<file path="src/rtl/booth_ctrl.sv">
// booth_ctrl: radix-2 Booth signed multiplier sequencer driving an external (2N+1)-bit shift register
//   clk, rst (async, active-high)       clock and reset
//   start, mcand, mplier                request and signed operands, sampled in IDLE
//   busy, done, product                 handshake and signed product (sr_q[2N:1])
//   sr_load, sr_shren, sr_din, sr_data  shift-register controls
//   sr_q                                shift-register contents
module booth_ctrl #(
  parameter int N = 8
) (
  input  logic           clk,
  input  logic           rst,
  input  logic           start,
  input  logic [N-1:0]   mcand,
  input  logic [N-1:0]   mplier,
  output logic           busy,
  output logic           done,
  output logic [2*N-1:0] product,
  output logic           sr_load,
  output logic           sr_shren,
  output logic           sr_din,
  output logic [2*N:0]   sr_data,
  input  logic [2*N:0]   sr_q
);
  localparam int CW = N > 1 ? $clog2(N) : 1;
  localparam logic [2:0] IDLE = 3'd0, LOAD = 3'd1, EVAL = 3'd2, SHIFT = 3'd3, DONE = 3'd4;
  logic [2:0]    r_state;
  logic [N-1:0]  r_m;
  logic [N-1:0]  r_q;
  logic          r_a_ext;
  logic [CW-1:0] r_cnt;
  logic [N:0]    w_a;
  logic [N:0]    w_m;
  logic [N:0]    w_sum;
  logic          w_op;
  // r_a_ext extends A to N+1 bits so the accumulator never overflows
  assign w_a      = {r_a_ext, sr_q[2*N:N+1]};
  assign w_m      = {r_m[N-1], r_m};
  assign w_sum    = sr_q[1] ? w_a - w_m : w_a + w_m;
  assign w_op     = (r_state == EVAL) && (sr_q[1] ^ sr_q[0]);
  assign busy     = r_state != IDLE;
  assign done     = r_state == DONE;
  assign product  = sr_q[2*N:1];
  assign sr_load  = (r_state == LOAD) || w_op;
  assign sr_shren = r_state == SHIFT;
  assign sr_din   = sr_shren & r_a_ext;
  assign sr_data  = (r_state == LOAD) ? {{N{1'b0}}, r_q, 1'b0} :
                    w_op              ? {w_sum[N-1:0], sr_q[N:0]} : '0;
  always_ff @(posedge clk or posedge rst) begin
    if (rst) begin
      r_state <= IDLE;
      r_m     <= '0;
      r_q     <= '0;
      r_a_ext <= 1'b0;
      r_cnt   <= '0;
    end else begin
      case (r_state)
        IDLE: if (start) begin
          r_m     <= mcand;
          r_q     <= mplier;
          r_a_ext <= 1'b0;
          r_cnt   <= '0;
          r_state <= LOAD;
        end
        LOAD: r_state <= EVAL;
        EVAL: begin
          if (w_op) r_a_ext <= w_sum[N];
          r_state <= SHIFT;
        end
        SHIFT: begin
          r_cnt   <= r_cnt + 1'b1;
          r_state <= (r_cnt == CW'(N - 1)) ? DONE : EVAL;
        end
        default: r_state <= IDLE;
      endcase
    end
  end
endmodule

</file>
<file path="config.mk">
export PLATFORM = sky130hd
export DESIGN_NAME = booth_ctrl
export DESIGN_NICKNAME = d
export VERILOG_FILES = /design/src/rtl/booth_ctrl.sv
export SDC_FILE = /design/constraint.sdc
export NUM_CORES = 1
export LEC_CHECK = 0
export CAP_MARGIN = 20
export CORE_MARGIN = 2
export CORE_UTILIZATION = 30
export DETAILED_ROUTE_END_ITERATION = 16
export PLACE_DENSITY = 0.68
export SYNTH_ARGS = -nofsm -noshare
export SYNTH_HDL_FRONTEND = slang
export SYNTH_SLANG_ARGS = --single-unit
</file>
<file path="constraint.sdc">
create_clock -name clk -period 5.3 [get_ports clk]
set_input_delay 1.06 -clock clk [delete_from_list [all_inputs] [get_ports clk]]
set_output_delay 1.06 -clock clk [all_outputs]
set_load 0.05 [all_outputs]
</file>
# Word level (Yosys, flattened, before mapping)
# Index checks and enable logic that the tools add are counted.
[word_totals]
wordCells = 37
ff_bits = 23
in_bits = 36
[classes]
n_mux = 11
n_reduce_logical = 9
n_bitwise = 2
n_eq_ne = 7
add_sub_neg = 3
[ops]
columns = ["op", "n"]
rows = [
  ["two-way mux 17 bit", 2],
  ["one-hot mux 3 bit (4 select lines)", 1],
  ["adder 9 bit", 1],
  ["two-way mux 3 bit", 3],
  ["two-way mux 9 bit", 1],
  ["subtractor 9 bit", 1],
  ["equality test 3 x 2 -> 1 bit (second input constant)", 2],
  ["equality test 3 bit (second input constant)", 2],
  ["one-hot mux 3 bit (2 select lines)", 1],
  ["inequality test 2 bit (second input constant)", 2],
  ["AND reduction 2 bit", 2],
  ["nonzero test 2 bit", 2],
  ["adder 3 x 1 -> 3 bit (second input constant)", 1],
  ["equality test 3 x 1 -> 1 bit (second input constant)", 1],
  ["logical NOT 3 bit", 1],
  ["AND reduction 3 bit", 1],
  ["nonzero test 3 bit", 1],
  ["two-way mux 1 bit", 2],
  ["one-hot mux 1 bit (2 select lines)", 1],
  ["bitwise AND 1 bit", 1],
  ["logical AND 1 bit", 1],
  ["logical OR 1 bit", 1],
  ["XOR 1 bit", 1],
]

# Longest topological paths before layout
# Gate-level depths: netlist of run 1.
[depth]
ltp_word = 4
ltp_mapped = 11
ltp_nobuf = 11

# Least setup slack after synthesis of run 1
# Ideal clock, no wire load.
[synth_timing]
path_kind = "input-to-output"
start = "input sr_q[1]"
end = "output sr_data[15]"
stages = 8
path_slack_ns = 0.714
arrival_ns = 3.526
required_time_ns = 4.240
n_path_buf = 1
path_cell_list = "buf_6 mux2_2 fa_1 nand2b_1 a21oi_1 o21a_1 nor3_1 nor3_1"
[synth_between]
elab_chain_cells = 4
[synth_rtl]
columns = ["item", "line", "source"]
rows = [
  ["start: declaration", "22", "input logic [2*N:0] sr_q"],
  ["XOR 1 bit", "39", "assign w_op = (r_state == EVAL) && (sr_q[1] ^ sr_q[0]);"],
  ["logical AND 1 bit", "39", ""],
  ["two-way mux 17 bit *", "47", "w_op ? {w_sum[N-1:0], sr_q[N:0]} : '0;"],
  ["two-way mux 17 bit *", "46", "assign sr_data = (r_state == LOAD) ? {{N{1'b0}}, r_q, 1'b0} :"],
  ["end: declaration", "21", "output logic [2*N:0] sr_data,"],
]
# Every way passes the cells marked *; elsewhere a longest branch is shown, timed or not.

# Worst setup path in the final report of run 1
[layout_timing]
start = "input sr_q[1]"
end = "output sr_data[12]"
# Same word-level chain as after synthesis.

==> parameters.txt, run 1 <==
Parameter                              Value

Run status
  Run status    completed

Placement
  Global placer's final weighted congestion    approximately 0.71
  Post-Place Cells    336
  Pre-CTS WS    569.6 ps
  Number of port buffers    73
  Detailed placement HPWL    3.226 mm

Clock network
  Setup fix buffers added after clock tree synthesis    0
  Post-CTS Hold Fix Bufs    0
  Clock buffer count from CTS    3
  Clk Latency, worst-skew pair    260 ps
  Buffer type at the clock tree root    clkbuf_8
  Clock H-tree levels    1
  Clock transition at the registers of the reported paths    90 ps
  CTS-repair resized insts    0
  Maximum buffer depth of the clock tree    2
  Clock tree from TritonCTS    built
  Count of clock tree sinks    23

Detailed routing
  Highest metal layer with signal wires    met4
  Average via count per standard cell    4.647
  Routed length on met3    281 microns
  Mean routed wirelength per cell    ~12 microns
  WL met2    2.068 mm
  Number of nets still failing antenna checks after routing    0
  Number of DRC violations after detailed routing    0
  Routed Wire Length    about 4.1 mm
  Total via count after detailed routing    1580
  Number of DRC markers in iteration 0    between 40 and 50
  Metal1 wirelength    1.741 mm
  Length of the first detailed-routing pass in iterations    4

Final layout
  Final standard cell utilization of the core    44.29%
  Area added between synthesis and finish    41.38%
  NumNets Final    317
  Proportion of layout cells with a drive suffix above 1    under 10%
  Number of diodes    0
  Final non-filler cell total    340

STA
  Final clock skew    4.469 ps
  Max Slew Vio Count    0
  Worst relative slew slack    39.28%
  Count of final hold-check violations    0
  Final setup margin    between 500 and 600 ps
  Setup violators final    0
  Setup TNS Final    0 ps
  Final worst-path cycle share    88.74%
  Slew at the pin with the worst max-slew slack    909.7 ps
  Time the worst path needs with I/O delays and setup    4703 ps
  Unrepaired setup endpoints after global routing    false
  Top achievable clock speed    around 0.21 GHz

GRT
  Vias in the first global route    around 1600
  Number of antenna violations at the first check in global routing    0
  Leftover overflow at the end of global routing    0
  Wire length of the first global-routing pass    approximately 6.9 mm
  Maximum number of pins on one net before global-route repair    24
  Total global routing track utilization    13.42%

Hold path
  Type of the most critical hold path    flip-flop to flip-flop
  WHS Endpoint    r_a_ext
  Worst Hold Depth    1
  Startpoint of the tightest hold check path    r_a_ext

Die
  IO Count    between 70 and 80
  Horizontal die dimension    80.06 microns
  Die area    6409 sq um
  Height of the chip    80.06 microns
  Number of core rows    27
  Starting density of the core    31.32%
  Area of the core    5540 sq um

Yosys
  Top cell types by occurrence after synthesis    53 x nand2_1, 23 x dfrtp_1, 16 x buf_4
  Main synth FF type    dfrtp_1
  Average cell area after synthesis    8.147 sq um
  Seq cells post-synth    23
  Synthesized instance count    213
  Most frequent cell after synthesis    nand2_1
  Cell area after synthesis    roughly 1700 sq um
  Distinct cells, synth    37
  Register area share after synthesis    33.17%
  Synth async-reset ratio    100.0%
  Number of warnings reported in the yosys synthesis log    0
  Synthesized net count    261
  Cell type with the highest aggregate area in the netlist    dfrtp_1
  Top cells by area in the synthesized netlist    dfrtp_1 33%, nand2_1 11%, ha_1 7.9%
  Top-area cell type share of the netlist area    33.17%
  Number of enable flip-flop cells after synthesis    0

Pwr
  Leak    1.110 nW
  Cell area power density    571.8 nW/um^2
  Worst vdd ir    0.2467 mV

Critical path
  Endpoint kind of the worst setup timing path    primary output
  Largest driver fanout on the critical path    2
  Critical path, cell by cell    clkdlybuf4s50_1 > mux2_2 > inv_1 > ha_1 > nor2b_1 > o21ai_0 > nand2b_1 > xnor2_1 > nor2_1 > clkdlybuf4s50_1
  Worst path arrival time    3640 ps
  Critical Setup Path Class    input pin to primary output
  Most frequent CP cell    clkdlybuf4s50_1
  FF-to-FF setup slack    between 2000 and 2500 ps
  Path depth of the worst reg2reg path    11
  Cell family with most CP delay    buffers and inverters
  Crit. path cell count    10
  Capture point of the worst reg-to-reg path    r_a_ext
  Crit Reg-Reg Startpoint    r_m[0]
  Cell with the largest stage delay on the worst path    clkdlybuf4s50_1
  Maximum single-stage delay on the critical path    just over 800 ps
  Data required time at the worst endpoint    4240 ps
  Worst setup SP type    input pin
  Count of buffer and inverter cells on the critical path    3

Flow run
  Number of violations of the max-capacitance limit    0
==> layer usage <==
metal / track usage (%) / vias to the layer above
met5: 0 / -
met4: 3.559 / 0
met3: 3.034 / 2
met2: 24.58 / 48
met1: 15.62 / 726
li1: - / 804
==> final cells by class <==
| cell class | instances | area, sq um |
|---|---|---|
| Clock inverter | 1 | 7.507 |
| Tap cell | 72 | 90.09 |
| Sequential cell | 23 | 575.6 |
| Multi-Input combinational cell | 156 | 954.7 |
| Clock buffer | 3 | 41.29 |
| Inverter | 11 | 41.29 |
| Timing Repair Buffer | 74 | 743.2 |
| Fill cell | 572 | 3087 |
==> where the power goes <==
part / internal [mW] / switching [mW]
clock network: 0.0531 / 0.0590
registers: 0.257 / 0.0810
logic: 0.378 / 0.575
==> per-stage QoR <==
step                hold WS [ps]  power, mW  cell area [sq um]
floorplan                  436.7      1.042               1735
global placement           461.0      1.283               2405
detailed placement         468.0      1.302               2405
CTS                        490.1      1.421               2454
global route               505.3      1.528               2454
finish                     482.4      1.403               2454
==> logic make-up (layout without fill, tap and decap cells) <==
kind of cell	count (synthesis)	after routing	synth area share [%]
XOR/XNOR	8	8	4.038
AND/OR/NAND/NOR	98	98	25.74
buffers and inverters	34	89	11.82
multiplexers	3	3	1.802
AO/OA/AOI/OAI	35	35	14.35
adder cells (fa/ha/maj)	12	12	9.084
flip-flops	23	23	33.16
==> how the worst max path moves through the flow <==
stage          startpoint           to  slack, ps
3_5_place_dp      sr_q[1]  sr_data[13]        570
3_3_place_gp      sr_q[1]  sr_data[12]        600
6_report          sr_q[1]  sr_data[12]        600
4_1_cts           sr_q[1]  sr_data[13]        580
5_1_grt           sr_q[1]  sr_data[13]        350
2_1_floorplan     sr_q[1]  sr_data[15]        710
==> placed cells by master (no fill, tap or decap), types with 3 or more instances in the layout <==
master,netlist,final
nand3_1,4,4
xor2_1,3,3
buf_4,16,3
inv_1,11,11
ha_1,11,11
clkbuf_8,0,3
o21a_1,4,4
nor3_1,6,6
dfrtp_1,23,23
nor2_1,14,14
nand2b_1,3,3
and3_1,3,3
a22o_1,7,7
o21ai_0,10,10
clkdlybuf4s50_1,0,70
nor2b_1,6,6
nand2_1,53,53
a21oi_1,4,4
xnor2_1,5,5
nor3b_1,3,3
==> registers in the layout, indices dropped and copies added, names as in the netlist <==
register,count
r_state,3
r_cnt,3
r_m,8
r_q,8
r_a_ext,1
==> worst register-to-register path: stages (launching register included) <==
cell,delay (ps)
dfrtp_1,410
inv_1,80
ha_1,160
nor3b_1,320
a21oi_1,150
xnor2_1,150
ha_1,330
a211oi_1,400
nand2_1,90
o2bb2ai_1,190
mux2i_1,260
mux2i_1,200
No activity file was read; power rests on OpenSTA's default activity.
==> run 2, diff against run 1 <==
--- a/config.mk
+++ b/config.mk
@@ -10,6 +10,7 @@
 export CORE_UTILIZATION = 30
 export DETAILED_ROUTE_END_ITERATION = 16
 export PLACE_DENSITY = 0.68
+export RECOVER_POWER = 25
 export SYNTH_ARGS = -nofsm -noshare
 export SYNTH_HDL_FRONTEND = slang
 export SYNTH_SLANG_ARGS = --single-unit
==> run 2 against run 1 <==
  * Sequential cell count unchanged
  * Critical path depth unchanged
  * Setup slack unchanged
  * Power about the same
  * Utilization unchanged
  * First-iteration DRC count unchanged
  * Routed wire length unchanged
  * Clock power about the same
  * Critical path type unchanged
  * Largest cell class unchanged
  * Largest power group unchanged
==> parameters.txt, run 2 (synthesis gave the netlist of run 1 again) <==
Parameter                              Value

STA
  Count of final hold-check violations    0
  Final clock skew    4.469 ps
  Worst relative slew slack    39.25%
  Setup violators final    0
  Top achievable clock speed    about 0.21 GHz
  Slew at the pin with the worst max-slew slack    910.2 ps
  Final setup margin    a little under 600 ps
  Time the worst path needs with I/O delays and setup    4703 ps
  Setup TNS Final    0 ps
  Max Slew Vio Count    0
  Unrepaired setup endpoints after global routing    false
  Final worst-path cycle share    88.74%

Final layout
  Number of diodes    0
  Highest-count cells in the layout ignoring fill and taps    68 x clkdlybuf4s50_1, 53 x nand2_1, 23 x dfrtp_1
  Proportion of layout cells with a drive suffix above 1    4.478%
  Leading cell type in the layout, fill and taps excluded    clkdlybuf4s50_1
  NumNets Final    317
  Largest registers    r_m: 8 flops, r_q: 8 flops
  Final non-filler cell total    between 300 and 400
  Final design area excluding fillers    2454 sq um
  Area added between synthesis and finish    41.38%

Clock network
  Clock buffer count from CTS    3
  Clock H-tree levels    1
  Clock transition at the registers of the reported paths    90 ps
  Setup fix buffers added after clock tree synthesis    0
  Clock tree from TritonCTS    built
  CTS-repair resized insts    0
  Maximum buffer depth of the clock tree    2
  Clk Latency, worst-skew pair    260 ps
  Buffer type at the clock tree root    clkbuf_8
  Post-CTS Hold Fix Bufs    0
  Count of clock tree sinks    23

Pwr
  PnR Total Power    1.403 mW
  Cell area power density    571.6 nW/um^2
  Leak    1.110 nW
  Worst vdd ir    roughly 0.25 mV

Detailed routing
  Number of DRC markers in iteration 0    42
  Metal1 wirelength    ~1.7 mm
  Average via count per standard cell    4.647
  Length of the first detailed-routing pass in iterations    4
  Mean routed wirelength per cell    12.10 microns
  Number of DRC violations after detailed routing    0
  Routed Wire Length    just over 4 mm
  Total via count after detailed routing    between 1500 and 2000
  Number of nets still failing antenna checks after routing    0
  Routed length on met3    281 microns
  Highest metal layer with signal wires    met4
  WL met2    2.068 mm

GRT
  Wire length of the first global-routing pass    6.913 mm
  Number of antenna violations at the first check in global routing    0
  Leftover overflow at the end of global routing    0
  Maximum number of pins on one net before global-route repair    24
  Total global routing track utilization    13.42%
  Vias in the first global route    ~1600

Placement
  Detailed placement HPWL    roughly 3.2 mm
  Pre-CTS WS    569.6 ps
  Global placer's final weighted congestion    0.7116
  Number of port buffers    73
  Dpl cell area    2405 sq um
  Post-Place Cells    336

Critical path
  FF-to-FF setup slack    about 2500 ps
  Worst path arrival time    3640 ps
  Data required time at the worst endpoint    ~4200 ps
  Largest driver fanout on the critical path    2
  Worst setup SP type    input pin
  Endpoint kind of the worst setup timing path    primary output
  Critical Setup Path Class    input pin to primary output
  Path depth of the worst reg2reg path    11

Die
  Die area    approximately 6400 sq um
  Area of the core    between 5000 and 6000 sq um
  Starting density of the core    31.32%
  Number of core rows    27
  Horizontal die dimension    80.06 microns
  Height of the chip    80.06 microns
  IO Count    74

Run status
  Run status    completed

Hold path
  Type of the most critical hold path    flip-flop to flip-flop
  Worst Hold Depth    1

Flow run
  Number of violations of the max-capacitance limit    0
[run 2: per-stage QoR]
step / utilization [%] / hold slack (ps)
after floorplan: - / 436.7
after global placement: 43.41 / 461.0
after detailed placement: 43.41 / 468.0
after CTS: 44.29 / 490.1
after global routing: 44.29 / 505.3
final: 44.29 / 482.4
[run 2: area by class of cell]
cell class	count	area (sq um)
inverters	11	41.29
flip-flops and latches	23	575.6
repair buffers	74	743.2
fillers	572	3087
well taps	72	90.09
multi-input cells	156	954.7
clock inverters	1	7.507
clock buffers	3	41.29
[run 2: path summary, 6_finish.rpt]
path	startpoint	endpoint
setup / recovery	sr_q[1]	sr_data[12]
hold / removal	r_a_ext	r_a_ext
setup reg to reg	r_m[0]	r_a_ext
hold reg to reg	r_a_ext	r_a_ext
max in group asynchronous	rst	r_m[4]
min in group asynchronous	rst	r_q[4]
[run 2: routing by layer]
layer  global-route usage [%]  up-vias
li1                         -      804
met1                    15.62      726
met2                    24.58       48
met3                    3.034        2
met4                    3.559        0
met5                        0        -
[run 2: worst max-delay path, stage by stage]
cell and delay (ps):
clkdlybuf4s50_1 480, mux2_2 360, inv_1 70, ha_1 210, nor2b_1 130, o21ai_0 220
nand2b_1 100, xnor2_1 130, nor2_1 80, clkdlybuf4s50_1 810
[run 2: power breakdown]
| part | switching [mW] | internal [mW] |
|---|---|---|
| Clock | 0.0590 | 0.0531 |
| Combinational | 0.575 | 0.378 |
| Sequential | 0.0810 | 0.257 |
